File: src/rtl/mem_access_if.sv
// Data RAM port of the memory stage: request/ready handshake with byte enables.
interface mem_access_if #(
  parameter int DATA_WIDTH = 32
);
  logic                  ram_req;
  logic                  ram_we;
  logic [DATA_WIDTH-1:0] ram_addr;
  logic [3:0]            ram_sel;
  logic [DATA_WIDTH-1:0] ram_wdata;
  logic [DATA_WIDTH-1:0] ram_rdata;
  logic                  ram_ready;

  modport master (
    output ram_req, ram_we, ram_addr, ram_sel, ram_wdata,
    input  ram_rdata, ram_ready
  );

  modport slave (
    input  ram_req, ram_we, ram_addr, ram_sel, ram_wdata,
    output ram_rdata, ram_ready
  );
endinterface

File: src/rtl/mem_access.sv
// Memory pipeline stage: issues loads/stores on the data RAM port, extends load
// data, and forwards non-memory results to writeback one cycle later.
module mem_access #(
  parameter int DATA_WIDTH     = 32,
  parameter int REG_ADDR_WIDTH = 5
) (
  input  logic                      clk,
  input  logic                      rst,
  input  logic                      ex_valid,
  input  logic                      flush,
  input  logic                      mem_en,
  input  logic                      mem_write,
  input  logic [1:0]                mem_size,
  input  logic                      mem_signed,
  input  logic [DATA_WIDTH-1:0]     ex_result,
  input  logic [DATA_WIDTH-1:0]     store_data,
  input  logic                      reg_write_in,
  input  logic [REG_ADDR_WIDTH-1:0] dest_reg,
  output logic                      stall_req,
  output logic                      wb_valid,
  output logic                      wb_en,
  output logic [REG_ADDR_WIDTH-1:0] wb_reg,
  output logic [DATA_WIDTH-1:0]     wb_data,
  output logic                      addr_error,
  output logic [DATA_WIDTH-1:0]     bad_addr,
  mem_access_if.master              ram
);

  typedef enum logic {IDLE, BUSY} state_t;

  state_t                    state;
  logic [1:0]                size_q;
  logic                      signed_q;
  logic [1:0]                lane_q;
  logic [REG_ADDR_WIDTH-1:0] dest_q;
  logic                      rw_q;
  logic                      flushed_q;

  logic                      misaligned;
  logic                      accept;
  logic [3:0]                sel_c;
  logic [DATA_WIDTH-1:0]     wdata_c;
  logic [7:0]                byte_v;
  logic [15:0]               half_v;
  logic [DATA_WIDTH-1:0]     load_data;

  always_comb begin
    misaligned = 1'b0;
    sel_c      = '0;
    wdata_c    = '0;
    case (mem_size)
      2'b00: begin
        sel_c   = 4'b0001 << ex_result[1:0];
        wdata_c = {4{store_data[7:0]}};
      end
      2'b01: begin
        misaligned = ex_result[0];
        sel_c      = ex_result[1] ? 4'b1100 : 4'b0011;
        wdata_c    = {2{store_data[15:0]}};
      end
      2'b10: begin
        misaligned = (ex_result[1:0] != 2'b00);
        sel_c      = 4'b1111;
        wdata_c    = store_data;
      end
      default: misaligned = 1'b1;
    endcase
  end

  assign accept    = (state == IDLE) && ex_valid && !flush && mem_en && !misaligned;
  // Upstream must freeze in the accept cycle too, so the stall is combinational.
  assign stall_req = !rst && ((state == BUSY) || accept);

  always_comb begin
    byte_v = '0;
    case (lane_q)
      2'd0: byte_v = ram.ram_rdata[7:0];
      2'd1: byte_v = ram.ram_rdata[15:8];
      2'd2: byte_v = ram.ram_rdata[23:16];
      2'd3: byte_v = ram.ram_rdata[31:24];
      default: byte_v = '0;
    endcase
    half_v    = lane_q[1] ? ram.ram_rdata[31:16] : ram.ram_rdata[15:0];
    load_data = ram.ram_rdata;
    case (size_q)
      2'b00: load_data = {{24{signed_q & byte_v[7]}}, byte_v};
      2'b01: load_data = {{16{signed_q & half_v[15]}}, half_v};
      default: load_data = ram.ram_rdata;
    endcase
  end

  always_ff @(posedge clk) begin
    if (rst) begin
      state         <= IDLE;
      wb_valid      <= 1'b0;
      wb_en         <= 1'b0;
      wb_reg        <= '0;
      wb_data       <= '0;
      addr_error    <= 1'b0;
      bad_addr      <= '0;
      ram.ram_req   <= 1'b0;
      ram.ram_we    <= 1'b0;
      ram.ram_addr  <= '0;
      ram.ram_sel   <= '0;
      ram.ram_wdata <= '0;
      size_q        <= '0;
      signed_q      <= 1'b0;
      lane_q        <= '0;
      dest_q        <= '0;
      rw_q          <= 1'b0;
      flushed_q     <= 1'b0;
    end else begin
      wb_valid   <= 1'b0;
      addr_error <= 1'b0;
      case (state)
        IDLE: begin
          if (ex_valid && !flush) begin
            if (!mem_en) begin
              wb_valid <= 1'b1;
              wb_en    <= reg_write_in;
              wb_reg   <= dest_reg;
              wb_data  <= ex_result;
            end else if (misaligned) begin
              addr_error <= 1'b1;
              bad_addr   <= ex_result;
              wb_valid   <= 1'b1;
              wb_en      <= 1'b0;
            end else begin
              ram.ram_req   <= 1'b1;
              ram.ram_we    <= mem_write;
              ram.ram_addr  <= {ex_result[DATA_WIDTH-1:2], 2'b00};
              ram.ram_sel   <= sel_c;
              ram.ram_wdata <= wdata_c;
              size_q        <= mem_size;
              signed_q      <= mem_signed;
              lane_q        <= ex_result[1:0];
              dest_q        <= dest_reg;
              rw_q          <= reg_write_in;
              flushed_q     <= 1'b0;
              state         <= BUSY;
            end
          end
        end
        BUSY: begin
          if (flush) flushed_q <= 1'b1;
          if (ram.ram_ready) begin
            ram.ram_req   <= 1'b0;
            ram.ram_we    <= 1'b0;
            ram.ram_addr  <= '0;
            ram.ram_sel   <= '0;
            ram.ram_wdata <= '0;
            state         <= IDLE;
            // A flush seen at any point of the access, including this cycle, kills the writeback.
            if (!flushed_q && !flush) begin
              wb_valid <= 1'b1;
              wb_reg   <= dest_q;
              if (ram.ram_we) begin
                wb_en   <= 1'b0;
                wb_data <= '0;
              end else begin
                wb_en   <= rw_q;
                wb_data <= load_data;
              end
            end
          end
        end
        default: state <= IDLE;
      endcase
    end
  end

endmodule
File: src/flat_wrapper.sv
// flat-port wrapper written by rule: the top's interface ports become plain ports
module mem_access_flat 
#(
  parameter int DATA_WIDTH     = 32,
  parameter int REG_ADDR_WIDTH = 5
)
  (clk, rst, ex_valid, flush, mem_en, mem_write, mem_size, mem_signed, ex_result, store_data, reg_write_in, dest_reg, stall_req, wb_valid, wb_en, wb_reg, wb_data, addr_error, bad_addr, ram_ram_req, ram_ram_we, ram_ram_addr, ram_ram_sel, ram_ram_wdata, ram_ram_rdata, ram_ram_ready);
  mem_access_if #(.DATA_WIDTH(DATA_WIDTH)) ram_i ();
  input  logic clk;
  input  logic rst;
  input  logic ex_valid;
  input  logic flush;
  input  logic mem_en;
  input  logic mem_write;
  input  logic [1:0] mem_size;
  input  logic mem_signed;
  input  logic [DATA_WIDTH-1:0] ex_result;
  input  logic [DATA_WIDTH-1:0] store_data;
  input  logic reg_write_in;
  input  logic [REG_ADDR_WIDTH-1:0] dest_reg;
  output logic stall_req;
  output logic wb_valid;
  output logic wb_en;
  output logic [REG_ADDR_WIDTH-1:0] wb_reg;
  output logic [DATA_WIDTH-1:0] wb_data;
  output logic addr_error;
  output logic [DATA_WIDTH-1:0] bad_addr;
  output wire logic [$bits(ram_i.ram_req)-1:0] ram_ram_req;
  output wire logic [$bits(ram_i.ram_we)-1:0] ram_ram_we;
  output wire logic [$bits(ram_i.ram_addr)-1:0] ram_ram_addr;
  output wire logic [$bits(ram_i.ram_sel)-1:0] ram_ram_sel;
  output wire logic [$bits(ram_i.ram_wdata)-1:0] ram_ram_wdata;
  input wire logic [$bits(ram_i.ram_rdata)-1:0] ram_ram_rdata;
  input wire logic [$bits(ram_i.ram_ready)-1:0] ram_ram_ready;
  assign ram_ram_req = ram_i.ram_req;
  assign ram_ram_we = ram_i.ram_we;
  assign ram_ram_addr = ram_i.ram_addr;
  assign ram_ram_sel = ram_i.ram_sel;
  assign ram_ram_wdata = ram_i.ram_wdata;
  assign ram_i.ram_rdata = ram_ram_rdata;
  assign ram_i.ram_ready = ram_ram_ready;
  mem_access #(.DATA_WIDTH(DATA_WIDTH), .REG_ADDR_WIDTH(REG_ADDR_WIDTH)) u_core (.clk(clk), .rst(rst), .ex_valid(ex_valid), .flush(flush), .mem_en(mem_en), .mem_write(mem_write), .mem_size(mem_size), .mem_signed(mem_signed), .ex_result(ex_result), .store_data(store_data), .reg_write_in(reg_write_in), .dest_reg(dest_reg), .stall_req(stall_req), .wb_valid(wb_valid), .wb_en(wb_en), .wb_reg(wb_reg), .wb_data(wb_data), .addr_error(addr_error), .bad_addr(bad_addr), .ram(ram_i));
endmodule
File: config.mk
export PLATFORM = sky130hd
export DESIGN_NAME = mem_access_flat
export DESIGN_NICKNAME = d
export VERILOG_FILES = /design/src/rtl/mem_access_if.sv /design/src/rtl/mem_access.sv /design/src/flat_wrapper.sv
export SDC_FILE = /design/constraint.sdc
export NUM_CORES = 1
export LEC_CHECK = 0
export CORE_ASPECT_RATIO = 0.6
export CORE_MARGIN = 8
export CORE_UTILIZATION = 40
export DETAILED_ROUTE_END_ITERATION = 7
export GPL_ROUTABILITY_DRIVEN = 1
export PLACE_DENSITY = 0.8
export SYNTH_ARGS = -nofsm -noshare
export SYNTH_HDL_FRONTEND = slang
export SYNTH_SLANG_ARGS = --single-unit
export TNS_END_PERCENT = 1
File: constraint.sdc
create_clock -name clk -period 1.65 [get_ports clk]
set_input_delay 0.165 -clock clk [delete_from_list [all_inputs] [get_ports clk]]
set_output_delay 0.165 -clock clk [all_outputs]
set_load 0.005 [all_outputs]
==> results of run 1 <==
==> kinds of logic after synthesis <==
| group | Yosys count | synth area share, % |
|---|---|---|
| AND/OR/NAND/NOR | 284 | 19.6 |
| AO/OA/AOI/OAI | 259 | 25.9 |
| flip-flops | 153 | 44.5 |
| other | 1 | 0.0545 |
| multiplexers | 31 | 4.80 |
| buffers and inverters | 81 | 5.23 |
==> layout by cell type (no fill, tap or decap), drive strengths merged, types with 3 or more instances in the layout <==
cell	instances
o2bb2ai	3
clkdlybuf4s50	249
clkbuf	18
a311oi	15
nand2	133
clkinv	4
nand2b	35
buf	97
and3	4
o22a	16
mux2	16
nand3	30
a31oi	7
o21ai	26
o221ai	6
a221o	4
a21o	8
nor3b	3
a221oi	16
mux2i	15
nor3	3
a21oi	104
nand3b	8
a211oi	6
dfxtp	153
nor2b	12
a22o	36
nor2	35
and2	14
inv	14
==> per-layer routing <==
metal	part of all wire [%]	vias up
li1	-	3482
met1	46	3465
met2	42	326
met3	11	30
met4	0.97	8
met5	0.18	-
==> through the flow <==
| stage | instances | setup TNS [ps] |
|---|---|---|
| final | 1350 | -62.6 |
| after floorplan | 810 | -16.4 |
| after global routing | 1349 | -2330 |
| after detailed placement | 1315 | -45740 |
| after CTS | 1348 | -34.9 |
| after global placement | 1315 | -38460 |
==> power by group <==
part	total, mW	switching, mW	internal, mW
logic	1.33	0.601	0.730
registers	3.87	0.0681	3.80
clock network	4.13	1.79	2.35
total	9.34	2.45	6.88
==> area by class of cell <==
| type | count | share of cell area (%) |
|---|---|---|
| Timing Repair Buffer | 347 | 30.7 |
| Clock buffer | 18 | 4.03 |
| Multi-Input combinational cell | 576 | 32.5 |
| Tap cell | 234 | 2.69 |
| Clock inverter | 14 | 1.64 |
| Antenna cell | 2 | 0.0459 |
| Sequential cell | 153 | 28.2 |
| Inverter | 6 | 0.207 |
==> worst max-delay path: stages (launching register included) <==
cell and delay [ps]:
dfxtp_4 370, or3b_1 430, a21oi_4 260, buf_12 200
a21oi_1 120, o22a_1 190
==> timing repair <==
item,in CTS,in global routing
gates resized for setup,14,11
buffers inserted,1,0
pin swaps,1,3
endpoints found under the setup margin,38,92
==> worst paths after layout <==
| path | from | end | slack, ps | depth (start not counted) |
|---|---|---|---|---|
| hold reg to reg | u_core.bad_addr[7]$_SDFFE_PP0P_ | u_core.bad_addr[7]$_SDFFE_PP0P_ | 460 | 2 |
| setup reg to reg | u_core.state$_SDFF_PP0_ | u_core.wb_data[21]$_SDFFE_PP0P_ | -30 | 5 |
| setup / recovery | u_core.state$_SDFF_PP0_ | u_core.wb_data[21]$_SDFFE_PP0P_ | -30 | 5 |
| hold / removal | rst | u_core.wb_valid$_SDFF_PP0_ | 290 | 3 |
==> results_dict.tcl, run 1 <==
set metrics [dict create \
    crit_arrival_ps 1990 \
    initial_utilization_pct 40.5 \
    slew_viol_final 0 \
    synth_cell_type_count 53 \
    maxSlewHeadroom_pct 62.0 \
    violations "negative setup slack" \
    dpl_worst_slack_ps -481 \
    power_leakage_nw 3.98 \
    ant_nets 0 \
    firstDrtPassIters 5 \
    p_total_mw 9.34 \
    wl_per_cell_um 20.1 \
    yosys.area.top_type_share_pct 44.5 \
    synth_edf_count 0 \
    multi_input_area_um2 3540 \
    cts_buffers 17 \
    ir_worst_vdd_v 0.000605 \
    drc 0 \
    finalSetupViolCount 6 \
    powerDensity_nw_per_um2 857 \
    yosysTopAreaCell "dfxtp_1" \
    clkSlewWorstSetupHoldPaths_ps 70 \
    synth.most_common_cell "dfxtp_1" \
    ios 255 \
    fill_cells 1409 \
    grt_max_degree 72 \
    grt_use_met3_pct 10.6 \
    rsz0062_at_grt "true" \
    drt_iter0_markers 757 \
    clockBufferDepth 2 \
    via_per_inst 5.42 \
    ys_ff_latch 153 \
    vias 7311 \
    avgSynthCellArea_um2 8.51 \
    antenna_found_initial 6 \
    setup_ws_ps -25.4 \
    core_um2 17000 \
    min_period_over_period_pct 102 \
    tightest_slew_ps 569 \
    met2_usage_pct 34.7 \
    cts_tree "built" \
    overflow 0 \
    drv_cap 0 \
    async_flop_share_pct 0 \
    hold_buffers 0 \
    fp.dieArea_um2 21800 \
    crit_fanout 26 \
    synthTopCellsByCount "dfxtp_1, nand2_1, a21oi_1" \
    grt.busiest_layer "met2" \
    fin_skew_ps 10.5 \
    die_h_um 118 \
    place_congestion 0.882 \
    drt_wl_total_um 27100 \
    ys_seq_area_share_pct 44.5 \
    cp-end-kind "flip-flop" \
    status "finished, violations left" \
    clockRootBuffer "clkbuf_16" \
    syn_inst 809 \
    hold_viol 0 \
    fin_crit_ps 1680 \
    cp-start-kind "flip-flop" \
    ys_warn_count 0 \
    clk_latency_ps 420 \
    critPathKind "reg -> reg" \
    ys_top_cells_by_area "dfxtp_1, a21oi_1, nand2_1, a22o_1, nand2b_1" \
    worst_hold_slack_ps 285 \
    regArea_um2 3070 \
    grt_use_met1_pct 32.1 \
    drive_above_1_share_pct 14.7 \
    ys.flop_type "dfxtp_1" \
    timing.fmax_mhz 597 \
    grt_usage_pct 23.8 \
    rows 37 \
    cts.sinks 153 \
    buffer_ports.inserted 252 \
    area_growth_pct 58.3 \
    fin_nets 1213 \
    synth_area_um2 6890 \
    top_regs "u_core.bad_addr (32), u_core.ram.ram_wdata (32), u_core.wb_data (32)" \
    h-tree-depth 4 \
    postLayoutCellArea_um2 10900 \
    final_util_pct 64.2 \
    hpwl_um 20400 \
    grt_pass1_wl_um 40900 \
    hp-class "in -> reg" \
    die_w_um 185 \
    placed_area_um2 10200 \
    grt_pass1_vias 7134 \
    critPathRequiredTime_ps 1960 \
]
Note: power is estimated with default switching activity, not from simulation.
==> run 2: changes to the inputs <==
--- a/config.mk
+++ b/config.mk
@@ -6,7 +6,7 @@
 export NUM_CORES = 1
 export LEC_CHECK = 0
 export CORE_ASPECT_RATIO = 0.6
-export CORE_MARGIN = 8
+export CORE_MARGIN = 2
 export CORE_UTILIZATION = 40
 export DETAILED_ROUTE_END_ITERATION = 7
 export GPL_ROUTABILITY_DRIVEN = 1
==> results_dict.tcl, run 2 (synthesis results as in run 1) <==
set metrics [dict create \
    status "finished, violations left" \
    violations "negative setup slack" \
    initial_utilization_pct 40.5 \
    die_h_um 106 \
    dpl_worst_slack_ps -533 \
    place_congestion 0.903 \
    final_cell_mix "clkdlybuf4s50_1, dfxtp_1, nand2_1" \
    drc 0 \
    fin_nets 1208 \
    drv_cap 0 \
    timing.fmax_mhz 597 \
    fp.dieArea_um2 18300 \
    fin_skew_ps 12.0 \
    hp-class "in -> reg" \
    power_leakage_nw 3.99 \
    whs_endpoint "u_core.wb_valid$_SDFF_PP0_" \
    critPathRequiredTime_ps 1950 \
    ant_nets 0 \
    ios 255 \
    min_period_over_period_pct 102 \
    r2r_cells 6 \
    worstHoldStart "rst" \
    hold_depth 2 \
    firstDrtPassIters 5 \
    setup_ws_ps -25.2 \
    clockRootBuffer "clkbuf_16" \
    grt_max_degree 53 \
    slew_viol_final 0 \
    hpwl_um 19100 \
    grt_usage_pct 27.4 \
    top_regs "u_core.bad_addr (32), u_core.ram.ram_wdata (32), u_core.wb_data (32)" \
    die_w_um 173 \
    antenna_found_initial 1 \
    core_um2 17000 \
    rsz0062_at_grt "true" \
    hold_viol 0 \
    drt_wl_total_um 26100 \
    crit_arrival_ps 1980 \
    worst_hold_slack_ps 63.2 \
    cp-start-kind "flip-flop" \
    clk_latency_ps 420 \
    area_growth_pct 59.7 \
    clkSlewWorstSetupHoldPaths_ps 70 \
    clockBufferDepth 2 \
    rows 37 \
    critPathKind "reg -> reg" \
    crit_fanout 16 \
    via_per_inst 5.45 \
    grt_pass1_wl_um 39300 \
    reg2reg_from "u_core.lane_q[1]$_SDFFE_PP0P_" \
    layout_commonest_cell "clkdlybuf4s50_1" \
    h-tree-depth 4 \
    fin_crit_ps 1680 \
    powerDensity_nw_per_um2 841 \
    tightest_slew_ps 504 \
    drt_iter0_markers 512 \
    grt_pass1_vias 7065 \
    overflow 0 \
    buffer_ports.inserted 252 \
    cts_tree "built" \
    maxSlewHeadroom_pct 66.4 \
    ir_worst_vdd_v 0.000613 \
    r2r_slack_ps -30 \
    reg2reg_to "u_core.wb_data[26]$_SDFFE_PP0P_" \
    vias 7319 \
    cts.sinks 153 \
    cp-end-kind "flip-flop" \
    wl_per_cell_um 19.4 \
    cts_buffers 17 \
    finalSetupViolCount 7 \
    setup_tns_ps -79.5 \
    drive_above_1_share_pct 15.6 \
]
run 2: power breakdown:
group,internal [mW],leakage (nW),total (mW),switching (mW)
clock,2.09,0.296,4.04,1.95
combinational,0.738,2.45,1.34,0.605
sequential,3.80,1.24,3.87,0.0703
run 2: final cells by class:
cell class                 count  area [um2]
antenna                        1        2.50
clock buffer                  17         425
timing repair buffer         342        3390
multi-input combinational    576        3600
clock inverter                15         193
inverter                       6        22.5
sequential                   153        3070
tap                          234         293
fill                        1449        5990
run 2: worst max path at each step:
stage	startpoint	end	slack, ps
3_5_place_dp	ex_result[0]	stall_req	-530
3_3_place_gp	ex_result[0]	stall_req	-520
4_1_cts	u_core.state$_SDFF_PP0_	u_core.wb_data[11]$_SDFFE_PP0P_	-30
6_report	u_core.lane_q[1]$_SDFFE_PP0P_	u_core.wb_data[26]$_SDFFE_PP0P_	-30
5_1_grt	u_core.lane_q[1]$_SDFFE_PP0P_	u_core.wb_data[26]$_SDFFE_PP0P_	-80
2_1_floorplan	u_core.lane_q[0]$_SDFFE_PP0P_	u_core.wb_data[21]$_SDFFE_PP0P_	-2
run 2: per-layer routing:
layer	up-vias	GRT usage, %	part of all wire [%]
met3	15	9.67	10
li1	3479	-	-
met4	0	5.63	0.78
met1	3499	38.0	46
met5	-	0	0
met2	326	41.2	43
run 2: worst max-delay path: stages (launching register included):
cell and delay, ps:
dfxtp_2 370, buf_12 150, mux2_2 340, a21oi_1 140, buf_4 230, a221oi_1 130, o22a_1 190
run 2: repair_timing:
item / CTS / global route
resized for setup: 17 / 18
setup buffers: 2 / 2
pin swaps: 4 / 8
setup endpoints to repair: 34 / 95
hold buffers: 0 / 0
gates cloned: 0 / 2
run 2: through the flow:
stage,total power [mW],instances,util [%],area (um2)
floorplan,4.42,810,-,6900
global placement,5.22,1305,59.8,10200
detailed placement,5.24,1305,59.8,10200
CTS,9.27,1339,63.8,10800
global route,9.56,1344,64.7,11000
finish,9.25,1344,64.7,11000
==> run 3: changes to the inputs <==
--- a/config.mk
+++ b/config.mk
@@ -8,8 +8,11 @@
 export CORE_ASPECT_RATIO = 0.6
 export CORE_MARGIN = 2
 export CORE_UTILIZATION = 40
+export CTS_CLUSTER_DIAMETER = 40
+export CTS_CLUSTER_SIZE = 12
 export DETAILED_ROUTE_END_ITERATION = 7
 export GPL_ROUTABILITY_DRIVEN = 1
+export MAX_ROUTING_LAYER = met4
 export PLACE_DENSITY = 0.8
 export SYNTH_ARGS = -nofsm -noshare
 export SYNTH_HDL_FRONTEND = slang
==> results_dict.tcl, run 3 (synthesis results as in run 1) <==
set metrics [dict create \
    ios 255 \
    vias 7314 \
    reg2reg_from "u_core.state$_SDFF_PP0_" \
    top_regs "u_core.bad_addr (32), u_core.ram.ram_wdata (32), u_core.wb_data (32)" \
    drt_wl_total_um 25700 \
    hpwl_um 19000 \
    r2r_cells 6 \
    r2r_slack_ps 40 \
    buffer_ports.inserted 252 \
    critPathBufInv 2 \
    via_per_inst 5.44 \
    switching_power_mw 2.56 \
    ant_nets 0 \
    powerDensity_nw_per_um2 834 \
    postLayoutCellArea_um2 11000 \
    placed_area_um2 10200 \
    slowest_delay_ps 420 \
    slowest_stage "clkdlybuf4s50_1" \
    grt_max_degree 68 \
    cp_common_cell "nor2_1" \
    min_period_over_period_pct 99.9 \
    setup_tns_ps 0 \
    hp-class "in -> reg" \
    h-tree-depth 4 \
    worstHoldStart "rst" \
    place_congestion 0.941 \
    rows 37 \
    firstDrtPassIters 5 \
    cts_tree "built" \
    grt_pass1_wl_um 38500 \
    clockBufferDepth 2 \
    drc 0 \
    power_leakage_nw 3.98 \
    wl_per_cell_um 19.1 \
    grt_pass1_vias 6870 \
    drive_above_1_share_pct 15.6 \
    reg2reg_to "u_core.wb_data[21]$_SDFFE_PP0P_" \
    status "finished clean" \
    switching_share_pct 27.9 \
    cp-start-kind "input port" \
    critPathRequiredTime_ps 1480 \
    crit_chain "clkdlybuf4s50_1, or3_4, a21oi_4, nor2_1, nor2_1, clkdlybuf4s15_2" \
    fin_skew_ps 16.3 \
    crit_fanout 2 \
    grt_usage_pct 27.7 \
    hold_viol 0 \
    internal_power_mw 6.62 \
    core_um2 17000 \
    clockRootBuffer "clkbuf_16" \
    fp.dieArea_um2 18300 \
    hold_depth 2 \
    tightest_slew_ps 583 \
    final_util_pct 64.8 \
    critical_path.top_delay_family "buffers and inverters" \
    rsz0062_at_grt "true" \
    initial_utilization_pct 40.5 \
    slew_viol_final 0 \
    pwr-share-comb_pct 14.6 \
    critPathKind "in -> out" \
    ir_worst_vdd_v 0.000655 \
    clk_latency_ps 430 \
    final_cell_mix "clkdlybuf4s50_1, dfxtp_1, nand2_1" \
    fin_crit_ps 1650 \
    die_w_um 173 \
    seq_power_share_pct 42.2 \
    maxSlewHeadroom_pct 60.9 \
    fill_cells 1429 \
    area_growth_pct 59.8 \
    finalSetupViolCount 0 \
    die_h_um 106 \
    cts_buffers 17 \
    crit_arrival_ps 1480 \
    drt_iter0_markers 486 \
    cts.sinks 153 \
    p_total_mw 9.18 \
    hold_buffers 0 \
    whs_endpoint "u_core.ram.ram_wdata[7]$_SDFFE_PP0P_" \
    layout_commonest_cell "clkdlybuf4s50_1" \
    antenna_found_initial 2 \
    overflow 0 \
    cp-end-kind "primary output" \
    drv_cap 0 \
    timing.fmax_mhz 606 \
    fin_nets 1208 \
    p_clk_share_pct 43.2 \
    clkSlewWorstSetupHoldPaths_ps 70 \
]
==> run 3: how the worst max path moves through the flow <==
stage | startpoint | endpoint | slack (ps) | depth (start not counted)
floorplan | u_core.lane_q[0]$_SDFFE_PP0P_ | u_core.wb_data[21]$_SDFFE_PP0P_ | -2 | 6
global placement | ex_result[0] | stall_req | -520 | 6
detailed placement | ex_result[0] | stall_req | -480 | 6
CTS | ex_result[1] | stall_req | -20 | 6
global route | ex_result[1] | stall_req | -60 | 6
finish | ex_result[1] | stall_req | 1 | 6
==> run 3: routing by layer <==
metal,wire (um),vias to the layer above,GRT usage (%)
met5,0,-,-
met2,11000,320,39.4
met3,2450,19,7.54
met1,12100,3502,39.2
li1,-,3473,-
met4,229,0,5.81
==> run 3: stage by stage <==
stage	hold slack, ps	cells	setup slack (ps)
floorplan	290	810	-1.82
finish	65.9	1344	1.10
global route	66.1	1344	-59.6
detailed placement	447	1306	-478
CTS	45.4	1339	-15.4
global placement	441	1306	-519
==> run 3: power by group through the flow <==
| stage | registers [mW] | logic, mW | clock network (mW) |
|---|---|---|---|
| finish | 3.87 | 1.35 | 3.96 |
| CTS | 3.87 | 1.30 | 4.03 |
| floorplan | 3.95 | 0.466 | 0 |
| global placement | 3.95 | 1.27 | 0 |
| detailed placement | 3.96 | 1.28 | 0 |
| global route | 3.89 | 1.43 | 4.17 |
==> run 3: cell type report <==
cell class | instances | area, um2 | area share [%]
diodes | 1 | 2.50 | 0.0227
clock buffers | 17 | 425 | 3.86
clock inverters | 15 | 189 | 1.72
inverters | 6 | 22.5 | 0.205
multi-input cells | 576 | 3620 | 32.9
flip-flops and latches | 153 | 3070 | 27.9
well taps | 234 | 293 | 2.66
repair buffers | 342 | 3390 | 30.8
==> run 3: what timing repair did <==
item,in CTS,in global routing
hold endpoints to repair,0,0
pin swaps,2,10
setup buffers,1,2
resized for setup,13,21
cloned,0,2
setup endpoints to repair,43,113
